===== config.mk =====
export PLATFORM = sky130hd
export DESIGN_NAME = sc1602_bus_scheduler
export DESIGN_NICKNAME = d
export VERILOG_FILES = /design/src/rtl/sc1602_bus_scheduler.sv
export SDC_FILE = /design/constraint.sdc
export NUM_CORES = 1
export LEC_CHECK = 0
export ABC_CLOCK_PERIOD_IN_PS = 3360
export CAP_MARGIN = 30
export CORE_MARGIN = 4
export CORE_UTILIZATION = 54
export CTS_BUF_LIST = sky130_fd_sc_hd__clkbuf_8
export DETAILED_ROUTE_END_ITERATION = 10
export PLACE_DENSITY = 0.79
export SYNTH_ARGS = -nofsm -noshare
export SYNTH_HDL_FRONTEND = slang
export SYNTH_SLANG_ARGS = --single-unit

===== constraint.sdc =====
create_clock -name clk -period 3.36 [get_ports clk]
set_clock_uncertainty 0.15 [all_clocks]
set_input_delay 0.504 -clock clk [delete_from_list [all_inputs] [get_ports clk]]
set_output_delay 0.504 -clock clk [all_outputs]
set_load 0.02 [all_outputs]

===== src/rtl/sc1602_bus_scheduler.sv =====
// HD44780 4-bit bus owner for the Pmod SC1602: power-on init, then round-robin
// sharing of the bus between two byte-level requesters with open-loop timing.
module sc1602_bus_scheduler #(
    parameter int T_POWERON = 405000,
    parameter int T_SETUP   = 2,
    parameter int T_E_HIGH  = 7,
    parameter int T_INIT1   = 121500,
    parameter int T_INIT2   = 2700,
    parameter int T_CMD     = 1080,
    parameter int T_CLR     = 44000
) (
    input  logic       clk,
    input  logic       rst,
    input  logic       req0_valid,
    input  logic       req0_rs,
    input  logic [7:0] req0_byte,
    output logic       req0_ready,
    input  logic       req1_valid,
    input  logic       req1_rs,
    input  logic [7:0] req1_byte,
    output logic       req1_ready,
    output logic       lcd_rs,
    output logic       lcd_rw,
    output logic       lcd_e,
    output logic [3:0] lcd_db,
    output logic       init_done,
    output logic       busy,
    output logic [4:0] dbg_state
);

    function automatic int max2(input int a, input int b);
        return (a > b) ? a : b;
    endfunction

    localparam int T_MAX = max2(max2(max2(T_POWERON, T_SETUP), max2(T_E_HIGH, T_INIT1)),
                                max2(max2(T_INIT2, T_CMD), T_CLR));
    localparam int CW = $clog2(T_MAX) + 1;

    // Counters count down to zero, so each state is loaded with its length minus one.
    localparam logic [CW-1:0] C_POWERON = CW'(T_POWERON - 1);
    localparam logic [CW-1:0] C_SETUP   = CW'(T_SETUP - 1);
    localparam logic [CW-1:0] C_E_HIGH  = CW'(T_E_HIGH - 1);
    localparam logic [CW-1:0] C_INIT1   = CW'(T_INIT1 - 1);
    localparam logic [CW-1:0] C_INIT2   = CW'(T_INIT2 - 1);
    localparam logic [CW-1:0] C_CMD     = CW'(T_CMD - 1);
    localparam logic [CW-1:0] C_CLR     = CW'(T_CLR - 1);

    localparam logic [4:0] S_PWR_WAIT = 5'd0;
    localparam logic [4:0] S_SETUP    = 5'd1;
    localparam logic [4:0] S_PULSE    = 5'd2;
    localparam logic [4:0] S_HOLD     = 5'd3;
    localparam logic [4:0] S_WAIT     = 5'd4;
    localparam logic [4:0] S_IDLE     = 5'd5;

    // Init table entry: {single_nibble, byte}; single-nibble steps send only byte[7:4].
    function automatic logic [8:0] init_entry(input logic [2:0] step);
        case (step)
            3'd0, 3'd1, 3'd2: return {1'b1, 8'h30};
            3'd3:             return {1'b1, 8'h20};
            3'd4:             return {1'b0, 8'h28};
            3'd5:             return {1'b0, 8'h0C};
            3'd6:             return {1'b0, 8'h01};
            default:          return {1'b0, 8'h06};
        endcase
    endfunction

    logic [4:0]    state_r;
    logic [CW-1:0] cnt_r;
    logic [2:0]    step_r;
    logic          cur_rs_r;
    logic [7:0]    cur_byte_r;
    logic          hi_r;
    logic          single_r;
    logic          last_grant_r;

    logic          idle_s;
    logic          cnt_zero_s;
    logic [CW-1:0] wait_len_s;
    logic [8:0]    first_entry_s;
    logic [8:0]    next_entry_s;

    assign idle_s        = (state_r == S_IDLE) && !rst;
    assign cnt_zero_s    = (cnt_r == {CW{1'b0}});
    assign first_entry_s = init_entry(3'd0);
    assign next_entry_s  = init_entry(step_r + 3'd1);
    assign req0_ready    = idle_s && req0_valid && (!req1_valid || last_grant_r);
    assign req1_ready    = idle_s && req1_valid && (!req0_valid || !last_grant_r);
    assign busy          = (state_r != S_IDLE) || req0_ready || req1_ready;
    assign lcd_rw        = 1'b0;
    assign dbg_state     = state_r;

    // Execution wait that follows the nibble or byte just sent.
    always_comb begin
        wait_len_s = C_CMD;
        if (single_r && (step_r == 3'd0)) begin
            wait_len_s = C_INIT1;
        end else if (single_r && (step_r == 3'd1)) begin
            wait_len_s = C_INIT2;
        end else if (!single_r && !cur_rs_r && (cur_byte_r >= 8'h01) && (cur_byte_r <= 8'h03)) begin
            wait_len_s = C_CLR;
        end else begin
            wait_len_s = C_CMD;
        end
    end

    // Sequencer: countdown per state, nibble/byte stepping, init table and arbitration capture.
    always_ff @(posedge clk) begin
        if (rst) begin
            state_r      <= S_PWR_WAIT;
            cnt_r        <= C_POWERON;
            step_r       <= 3'd0;
            cur_rs_r     <= 1'b0;
            cur_byte_r   <= 8'h00;
            hi_r         <= 1'b1;
            single_r     <= 1'b0;
            last_grant_r <= 1'b1;
            init_done    <= 1'b0;
            lcd_e        <= 1'b0;
            lcd_rs       <= 1'b0;
            lcd_db       <= 4'h0;
        end else if ((state_r <= S_WAIT) && !cnt_zero_s) begin
            cnt_r <= cnt_r - CW'(1);
        end else begin
            case (state_r)
                S_PWR_WAIT: begin
                    state_r    <= S_SETUP;
                    cnt_r      <= C_SETUP;
                    step_r     <= 3'd0;
                    single_r   <= first_entry_s[8];
                    cur_byte_r <= first_entry_s[7:0];
                    cur_rs_r   <= 1'b0;
                    hi_r       <= 1'b1;
                    lcd_rs     <= 1'b0;
                    lcd_db     <= first_entry_s[7:4];
                end
                S_SETUP: begin
                    state_r <= S_PULSE;
                    cnt_r   <= C_E_HIGH;
                    lcd_e   <= 1'b1;
                end
                S_PULSE: begin
                    state_r <= S_HOLD;
                    cnt_r   <= C_SETUP;
                    lcd_e   <= 1'b0;
                end
                S_HOLD: begin
                    if (hi_r && !single_r) begin
                        state_r <= S_SETUP;
                        cnt_r   <= C_SETUP;
                        hi_r    <= 1'b0;
                        lcd_db  <= cur_byte_r[3:0];
                    end else begin
                        state_r <= S_WAIT;
                        cnt_r   <= wait_len_s;
                    end
                end
                S_WAIT: begin
                    if (init_done) begin
                        state_r <= S_IDLE;
                    end else if (step_r == 3'd7) begin
                        state_r   <= S_IDLE;
                        init_done <= 1'b1;
                    end else begin
                        state_r    <= S_SETUP;
                        cnt_r      <= C_SETUP;
                        step_r     <= step_r + 3'd1;
                        single_r   <= next_entry_s[8];
                        cur_byte_r <= next_entry_s[7:0];
                        cur_rs_r   <= 1'b0;
                        hi_r       <= 1'b1;
                        lcd_rs     <= 1'b0;
                        lcd_db     <= next_entry_s[7:4];
                    end
                end
                S_IDLE: begin
                    if (req0_ready || req1_ready) begin
                        state_r      <= S_SETUP;
                        cnt_r        <= C_SETUP;
                        hi_r         <= 1'b1;
                        single_r     <= 1'b0;
                        last_grant_r <= req1_ready;
                        cur_rs_r     <= req1_ready ? req1_rs : req0_rs;
                        cur_byte_r   <= req1_ready ? req1_byte : req0_byte;
                        lcd_rs       <= req1_ready ? req1_rs : req0_rs;
                        lcd_db       <= req1_ready ? req1_byte[7:4] : req0_byte[7:4];
                    end else begin
                        state_r <= S_IDLE;
                    end
                end
                default: begin
                    state_r <= S_PWR_WAIT;
                    cnt_r   <= C_POWERON;
                    lcd_e   <= 1'b0;
                end
            endcase
        end
    end

endmodule


Yosys cells after proc, flatten, opt, wreduce, memory -nomap -nowiden

Index checks and enable logic that the tools add are counted.

Flip-flop bits (word level): 46
Latch bits: 0
Memory bits (writable): 0
Memory bits (read-only): 0
Bits of input ports: 22
Output and inout bits: 16
Word-level logic and storage cells: 126
Memories kept: 0

$add $sub $neg: 2
$mul: 0
Divide/modulo/power cells: 0
Magnitude comparators: 3
Eq/ne operators: 21
Shift operators: 0
Multiplexer cells: 46
Bitwise gates (word level): 2
Reduce and logical (&&, ||, !) cells: 41

Operator list:

| cell                    | count |
|---|---|
| $mux W20                | 5 |
| $pmux W20 S5            | 1 |
| $pmux W9 S5             | 1 |
| $mux W16                | 2 |
| $mux W8                 | 4 |
| $pmux W8 S3             | 1 |
| $logic_not A20 Y1       | 1 |
| $mux W4                 | 5 |
| $sub A20 B1 Y20 const B | 1 |
| $mux W3                 | 6 |
| $pmux W3 S6             | 1 |
| $mux W17                | 1 |
| $pmux W4 S4             | 1 |
| $mux W1                 | 13 |
| $eq A3 B3 Y1 const B    | 4 |
| $logic_and A1 B1 Y1     | 12 |
| $eq A5 B2 Y1 const B    | 2 |
| $eq A5 B3 Y1 const B    | 2 |
| $ge A8 B1 Y1 const B    | 1 |
| $le A8 B2 Y1 const B    | 1 |
| $logic_not A1 Y1        | 7 |
| $eq A3 B1 Y1 const B    | 2 |
| $eq A3 B2 Y1 const B    | 2 |
| $logic_not A3 Y1        | 2 |
| 26 further kinds        | 37 |

Logic depth before layout (Yosys ltp)

Gate-level depths: netlist (run 1).

Depth in word-level cells: 10
Gate-level depth with buffers: 9
Gate-level depth less buffers: 8

Least setup slack after synthesis (run 1)

Ideal clock, no wire load.

Path kind: register to register
From: register cnt_r[12]
To: register lcd_db[0]
Setup time: 0.133 ns
Arrival time: 2.285 ns
Data required time: 3.077 ns
Slack: 0.792 ns
Cell stages (with the launch flop): 9
Path buffers: 2
Period minus slack after synthesis: 2.568 ns
Cell sequence: dfxtp_1 -> or4_1 -> buf_2 -> or4_1 -> buf_6 -> nor4_4 -> o311ai_2 -> nor4b_2 -> a311oi_1

Cells in the longest elaborated chain, start to end: 5

RTL lines:

| element                     | line | text |
|---|---|---|
| from (decl)                 | 68   | `logic [CW-1:0] cnt_r;` |
| from (signal assigned)      | 122  | `cnt_r <= cnt_r - CW'(1);` |
| from (signal assigned)      | 154  | `cnt_r <= wait_len_s;` |
| $logic_not A20 Y1           | 83   | `assign cnt_zero_s = (cnt_r == {CW{1'b0}});` |
| $logic_not A1 Y1            | 121  | `end else if ((state_r <= S_WAIT) && !cnt_zero_s) begin` |
| $logic_and A1 B1 Y1         | 121  |  |
| $not A1 Y1 (no line)        | n/a  |  |
| $reduce_and A6 Y1 (no line) | n/a  |  |
| to (signal assigned)        | 134  | `lcd_db <= first_entry_s[7:4];` |
| to (signal assigned)        | 151  | `lcd_db <= cur_byte_r[3:0];` |
| to (signal assigned)        | 172  | `lcd_db <= next_entry_s[7:4];` |
| to (decl)                   | 25   | `output logic [3:0] lcd_db,` |

No other way between the ends.
A chain may end at the register's enable or synchronous reset.

Final worst setup path (run 1)

From: register state_r[1], in the netlist dbg_state[1]
To: output busy

Cells in the longest elaborated chain, start to end: 6
Elaborated cells on any way between the ends: 9
Classes of those cells: eq/ne: 2; reduce/logical: 7

RTL lines:

| element                          | line | text |
|---|---|---|
| from (decl)                      | 67   | `logic [4:0] state_r;` |
| from (signal assigned)           | 109  | `state_r <= S_PWR_WAIT;` |
| from (signal assigned)           | 126  | `state_r <= S_SETUP;` |
| from (signal assigned)           | 137  | `state_r <= S_PULSE;` |
| $eq A5 B3 Y1                     | 82   | `assign idle_s = (state_r == S_IDLE) && !rst;` |
| $logic_and A1 B1 Y1              | 82   |  |
| $logic_and A1 B1 Y1 (2 in a row) | 86   | `assign req0_ready = idle_s && req0_valid && (!req1_valid \|\| last_grant_r);` |
| $logic_or A1 B1 Y1               | 88   | `assign busy = (state_r != S_IDLE) \|\| req0_ready \|\| req1_ready;` |
| $logic_or A1 B1 Y1 *             | 88   |  |
| to (decl)                        | 27   | `output logic busy,` |

Every way passes the cells marked *; elsewhere a longest branch is shown, timed or not.

==> results of run 1 <==
==> cell usage after synthesis, drive strengths merged (9+ instances only) <==
master and count:
nor3 19, clkbuf 13, mux2i 14, dfxtp 44
nor4 9, buf 10, nand2 26, inv 12
o21ai 28, nor2b 9, nor2 44, nand3 12
a21oi 17
==> worst max path at each step <==
stage,end,cells after the start,from
final,busy,3,dbg_state[1]$_SDFFE_PP0N_
after global routing,cnt_r[14]$_SDFFE_PP0P_,5,cnt_r[12]$_SDFFE_PP0P_
after CTS,cnt_r[16]$_SDFFE_PP0P_,5,cnt_r[12]$_SDFFE_PP0P_
after detailed placement,cnt_r[16]$_SDFFE_PP0P_,5,cnt_r[12]$_SDFFE_PP0P_
after global placement,cnt_r[4]$_SDFFE_PP0P_,7,req0_valid
after floorplan,lcd_db[0]$_SDFFE_PP0P_,8,cnt_r[12]$_SDFFE_PP0P_
==> cells by family after synthesis <==
| family | count (synthesis) | share of synthesized area [%] |
|---|---|---|
| muxes | 14 | 4.995 |
| AOI/OAI and AO/OA | 104 | 25.87 |
| DFF | 44 | 31.40 |
| and+or+nand+nor | 148 | 28.05 |
| xor gates and xnor gates | 2 | 0.6246 |
| buffers and inverters | 35 | 5.798 |
| other | 1 | 0.1337 |
| adders and majority gates | 7 | 3.122 |
==> worst max-delay path, delay by kind of cell, from the launching register on <==
family	cells	cell delay [ns]
buffers and inverters	1	0.72
flip-flops	1	0.71
AND/OR/NAND/NOR	1	0.31
AO/OA/AOI/OAI	1	0.35
==> sequential cells by signal (all words and copies together), names as in the netlist, 3 cells and up <==
| name | flops |
|---|---|
| lcd_db | 4 |
| cnt_r | 20 |
| cur_byte_r | 8 |
| step_r | 3 |
| dbg_state | 3 |
==> per-layer routing <==
metal / GRT usage (%) / part of all wire, %
met1: 35.10 / 46
met2: 38.16 / 45
met3: 5.157 / 7.4
met4: 6.926 / 2.3
met5: 0 / 0
==> stage by stage <==
step                hold slack [ns]  cell area (sq um)  power [mW]  util (%)  instances
floorplan                    0.2800               2813      0.5803         -        357
global placement             0.2967               3179      0.6119     65.15        443
detailed placement           0.3058               3179      0.6129     65.15        443
CTS                          0.3246               3257      0.9264     66.74        450
global route                 0.3635               3257      0.9579     66.74        450
finish                       0.3237               3257      0.9218     66.74        450
==> power breakdown <==
part | total [mW] | switching (mW) | internal [mW]
Clock | 0.321 | 0.182 | 0.139
Sequential | 0.531 | 0.00481 | 0.526
Combinational | 0.0706 | 0.0317 | 0.0389
Total | 0.922 | 0.218 | 0.704
==> area by class of cell <==
cell class                 instances  area (sq um)  share of cell area (%)
clock inverter                     2         8.758                  0.2689
multi-input combinational        278          1769                   54.32
tap                               67         83.83                   2.574
timing repair buffer              42         400.4                   12.29
inverter                          12         45.04                   1.383
sequential                        44         880.8                   27.05
clock buffer                       5         68.82                   2.113
==> flow_summary.json, run 1 <==
{
  "status": "finished clean",
  "end_kind": "output port",
  "routed_wl_mm": 7.599,
  "post_synth_instance_area_sq_mm": 0.002805,
  "most_common_cell_after_layout_fill_and_taps_aside": "dfxtp_1",
  "route.detailed.drc": 0,
  "hold-path-cell-count": 1,
  "clock_tree_from_tritoncts": "done",
  "netlist-cell-type-count": 66,
  "post_route_cells_drive_above_1_share_pct": 7.311,
  "timing.hold.worst.start": "cnt_r[13]$_SDFFE_PP1P_",
  "ctsResizeCount": 0,
  "globalRouteOverflowTotal": 0,
  "path_max_fanout": 17,
  "core.rowCount": 25,
  "start_util_pct": 57.49,
  "setup_tns_ns": 0,
  "post-cts-setup-buffers": 0,
  "crit_path_top_delay_cell": "clkdlybuf4s50_1",
  "crit_type": "register to output port",
  "timing.max_cap.violations": 0,
  "setup.worst_path.start_class": "register",
  "finalSetupViolCount": 0,
  "cts.root.buffer_cell": "clkbuf_8",
  "worstPathArrival_ns": 2.39,
  "placeableCoreArea_sq_mm": 0.004880,
  "ant_nets": 0,
  "ir_worst_vdd_mv": 0.2007,
  "cts-root-to-sink-buffers": 2,
  "grt_first_pass_wirelength_mm": 12.62,
  "synth_top_cells_by_area": "dfxtp_1 31%, nor2_1 5.8%, mux2i_1 5.0%",
  "critical_path.max_stage_delay_ns": 0.72,
  "drt_pre_antenna_iters": 5,
  "yosys_most_used_dff": "dfxtp_1",
  "synth-seq-area-share_pct": 31.40,
  "highest_clock_rate_mhz": 328.8,
  "synth-seq-cells": 44,
  "rsz_0062_raised_after_global_routing": "no",
  "timing.final.max_slew_violations": 0,
  "syn2layout_area_growth_pct": 16.10,
  "netlist.area_leader.share_pct": 31.40,
  "hpwlAfterDp_mm": 5.420,
  "io_buffer_count": 34,
  "gpl.final_weighted_congestion": 0.9082,
  "nNetsFinal": 412,
  "design.portCount": 38,
  "postSynthAreaPerCell_sq_um": 7.902,
  "die_area_sq_mm": 0.006412,
  "layout_common_cells": "44 x dfxtp_1, 43 x nor2_1, 34 x clkdlybuf4s50_1, 26 x nand2_1",
  "die_width_microns": 80.08,
  "fill_cells": 434,
  "synth_top_cell_by_area": "dfxtp_1",
  "cts-buffers-inserted": 5,
  "yosysWarnings": 0,
  "report.final.hold_viol_count": 0,
  "num_vias": 2883,
  "worstReg2RegEnd": "cnt_r[16]$_SDFFE_PP0P_",
  "critical_path.reg2reg.startpoint": "cnt_r[10]$_SDFFE_PP1P_",
  "synthCells": 355,
  "worst_hold_path_type": "register to register",
  "finalWorstPathRequiredPeriod_ns": 3.041,
  "grt_util_all_layers_pct": 24.86,
  "number_of_cells_on_the_worst_reg_to_reg_path": 5,
  "r2r_slack_ns": 0.36,
  "setup_slack_ns": 0.3190,
  "drtIter0Drc": 413,
  "synth_enable_flop_cells": 0,
  "clock_tree.htree_level_count": 2,
  "avgViaCountPerCell": 6.407,
  "worst_slew_margin_rel_pct": 46.40,
  "critical_path.cell_chain": "and3b_1 > o21ai_1 > clkdlybuf4s50_1",
  "diodes": 0,
  "clk_transition_reported_paths_ns": 0.09,
  "clock_insertion_delay_worst_skew_ns": 0.30,
  "pin_count_of_the_biggest_net_entering_global_routing": 41,
  "async_reset_ff_share_pct": 0,
  "required_time_of_the_worst_setup_path_ns": 2.71,
  "worst_hold_path.endpoint": "cnt_r[13]$_SDFFE_PP1P_",
  "tightest_slew_ns": 0.7967,
  "power.density_mw_per_mm2": 283.0,
  "cts.hold.buffers_added": 0,
  "routedWlPerCell_microns": 16.89,
  "floorplan.die.height_microns": 80.08,
  "pre_cts_ws_ns": 0.3953,
  "share_of_the_cycle_needed_by_the_critical_path_after_routing_pct": 90.51,
  "power_leakage_nw": 1.147,
  "clock-sinks": 44,
  "initial_antenna_violation_count": 0,
  "first_global_vias": 2558
}
Note: power is estimated with default switching activity, not from simulation.
==> run 2: changes to the inputs <==
Settings changed: ABC_CLOCK_PERIOD_IN_PS 3360 to not set, RECOVER_POWER set to 25.
Clock period 3.36 ns to 3.75 ns, I/O delays scaled along.
==> run 2 against run 1 <==
Critical path depth increased by 5. Final cell count decreased by 0.22%. Register-to-register slack improved by 0.17 ns. Non-clock buffer count decreased by 2. First-iteration DRC count decreased by 6.5%. Flip-flop and latch count unchanged. Die area unchanged. Global-route usage increased by 0.66 points. Largest cell class unchanged. Highest routed layer unchanged.
==> flow_summary.json, run 2 (synthesized netlist as in run 1, its figures left out) <==
{
  "critical_path.max_stage_delay_ns": 0.66,
  "fraction_of_power_spent_switching_nets_pct": 22.16,
  "end_kind": "register",
  "cts-buffers-inserted": 5,
  "worstPathArrival_ns": 3.30,
  "cts-root-to-sink-buffers": 2,
  "p_int_mw": 0.7004,
  "ctsResizeCount": 0,
  "first_global_vias": 2716,
  "layout.cells.non_filler": 449,
  "design.portCount": 38,
  "critical_path.reg2reg.startpoint": "cnt_r[0]$_SDFFE_PP1P_",
  "crit_path_top_delay_cell": "nor2_1",
  "crit_type": "register to register",
  "routedLengthMet1_mm": 3.382,
  "power_leakage_nw": 1.159,
  "rsz_0062_raised_after_global_routing": "no",
  "clock_tree.htree_level_count": 2,
  "grt_first_pass_wirelength_mm": 13.14,
  "timing.critical_path.mode_cell": "nor2_1",
  "worst_hold_path_type": "register to register",
  "status": "finished clean",
  "routed.top_layer": "met4",
  "share_of_the_cycle_needed_by_the_critical_path_after_routing_pct": 85.90,
  "critical_path_start": "cnt_r[0]$_SDFFE_PP1P_",
  "floorplan.die.height_microns": 80.08,
  "post_route_cells_drive_above_1_share_pct": 6.283,
  "syn2layout_area_growth_pct": 16.01,
  "highest_clock_rate_mhz": 310.4,
  "route.detailed.drc": 0,
  "grt_util_all_layers_pct": 25.52,
  "hold-path-cell-count": 1,
  "power.share.clock_pct": 40.3,
  "drt_pre_antenna_iters": 7,
  "tightest_slew_ns": 0.9121,
  "dpl.cell_count": 441,
  "avgViaCountPerCell": 6.354,
  "largest_register": "cnt_r",
  "share_comb_of_total_power_pct": 6.9,
  "worst_slew_margin_rel_pct": 39.20,
  "io_buffer_count": 34,
  "timing.hold.worst.start": "cnt_r[13]$_SDFFE_PP1P_",
  "placeableCoreArea_sq_mm": 0.004880,
  "clock_tree_from_tritoncts": "done",
  "gpl.final_weighted_congestion": 0.9425,
  "routed-wl-met3_microns": 601,
  "start_util_pct": 57.49,
  "core.rowCount": 25,
  "power.density_mw_per_mm2": 276.5,
  "timing.max_cap.violations": 0,
  "cts.hold.buffers_added": 0,
  "setup_tns_ns": 0,
  "clock-sinks": 44,
  "cts.root.buffer_cell": "clkbuf_8",
  "finalWorstPathRequiredPeriod_ns": 3.221,
  "die_area_sq_mm": 0.006412,
  "pin_count_of_the_biggest_net_entering_global_routing": 41,
  "nNetsFinal": 410,
  "initial_antenna_violation_count": 0,
  "clock_insertion_delay_worst_skew_ns": 0.30,
  "seqPwrFrac_pct": 52.9,
  "diodes": 0,
  "critical_path.cell_chain": "inv_1 > ha_1 > nor3b_2 > nand4_1 > nor2_1 > nor2_1 > or4_1 > a21oi_1",
  "number_of_cells_on_the_worst_reg_to_reg_path": 8,
  "clk_transition_reported_paths_ns": 0.09,
  "timing.final.max_slew_violations": 0,
  "routedWlPerCell_microns": 17.06,
  "post-cts-setup-buffers": 0,
  "required_time_of_the_worst_setup_path_ns": 3.83,
  "die_width_microns": 80.08,
  "layout_common_cells": "44 x nor2_1, 44 x dfxtp_1, 26 x nand2_1, 25 x clkdlybuf4s50_1",
  "layout_top_registers": "cnt_r x20, cur_byte_r x8, lcd_db x4",
  "ant_nets": 0,
  "setup.worst_path.start_class": "register",
  "net-switching-power_mw": 0.1994,
  "globalRouteOverflowTotal": 0,
  "ir_worst_vdd_mv": 0.2138,
  "report.final.hold_viol_count": 0,
  "minimum_hold_slack_ns": 0.3217,
  "detailroute.wirelength.met2_mm": 3.563,
  "finalSetupViolCount": 0,
  "num_vias": 2853,
  "drtIter0Drc": 386,
  "hpwlAfterDp_mm": 5.403,
  "path_max_fanout": 9,
  "number_of_flip_flops_in_the_largest_register": 20,
  "routed_wl_mm": 7.660
}
run 2: worst paths after layout:
check	slack (ns)	to
worst min-delay path	0.32	cnt_r[13]$_SDFFE_PP1P_
worst min register to register	0.32	cnt_r[13]$_SDFFE_PP1P_
worst max register to register	0.53	lcd_e$_SDFFE_PP0P_
worst max-delay path	0.53	lcd_e$_SDFFE_PP0P_
run 2: area by class of cell:
cell class / count / area [sq um]
Inverter: 12 / 45.04
Sequential cell: 44 / 880.8
Multi-Input combinational cell: 278 / 1755
Clock buffer: 5 / 68.82
Tap cell: 67 / 83.83
Clock inverter: 3 / 38.79
Fill cell: 437 / 1625
Timing Repair Buffer: 40 / 381.6
run 2: through the flow:
stage                     util (%)  worst slack (ns)  total power, mW  cell area, sq um
after global routing         66.69            0.2988           0.9273              3254
final                        66.69            0.5286           0.8998              3254
after floorplan                  -             1.182           0.5200              2813
after detailed placement     64.85            0.7031           0.5485              3164
after CTS                    67.05            0.6880           0.9020              3272
after global placement       64.85            0.7453           0.5471              3164
run 2: layer usage:
layer  global-route usage (%)  vias to the layer above
met3                    5.605                       16
met2                    41.47                      141
met4                    6.250                        0
li1                         -                     1357
met1                    34.30                     1339
met5                        0                        -
run 2: critical path: cells and delay by family, from the launching register on:
kind	cells	cell delay, ns
buf+inv	1	0.09
fa+ha+maj	1	0.21
simple gates	5	2.22
flops	1	0.33
compound gates	1	0.15
run 2: power groups by stage:
stage               Sequential (mW)  Clock, mW  Combinational [mW]
global route                  0.476      0.383              0.0681
global placement              0.486          0              0.0608
floorplan                     0.487          0              0.0331
detailed placement            0.487          0              0.0619
finish                        0.476      0.362              0.0620
CTS                           0.476      0.364              0.0623
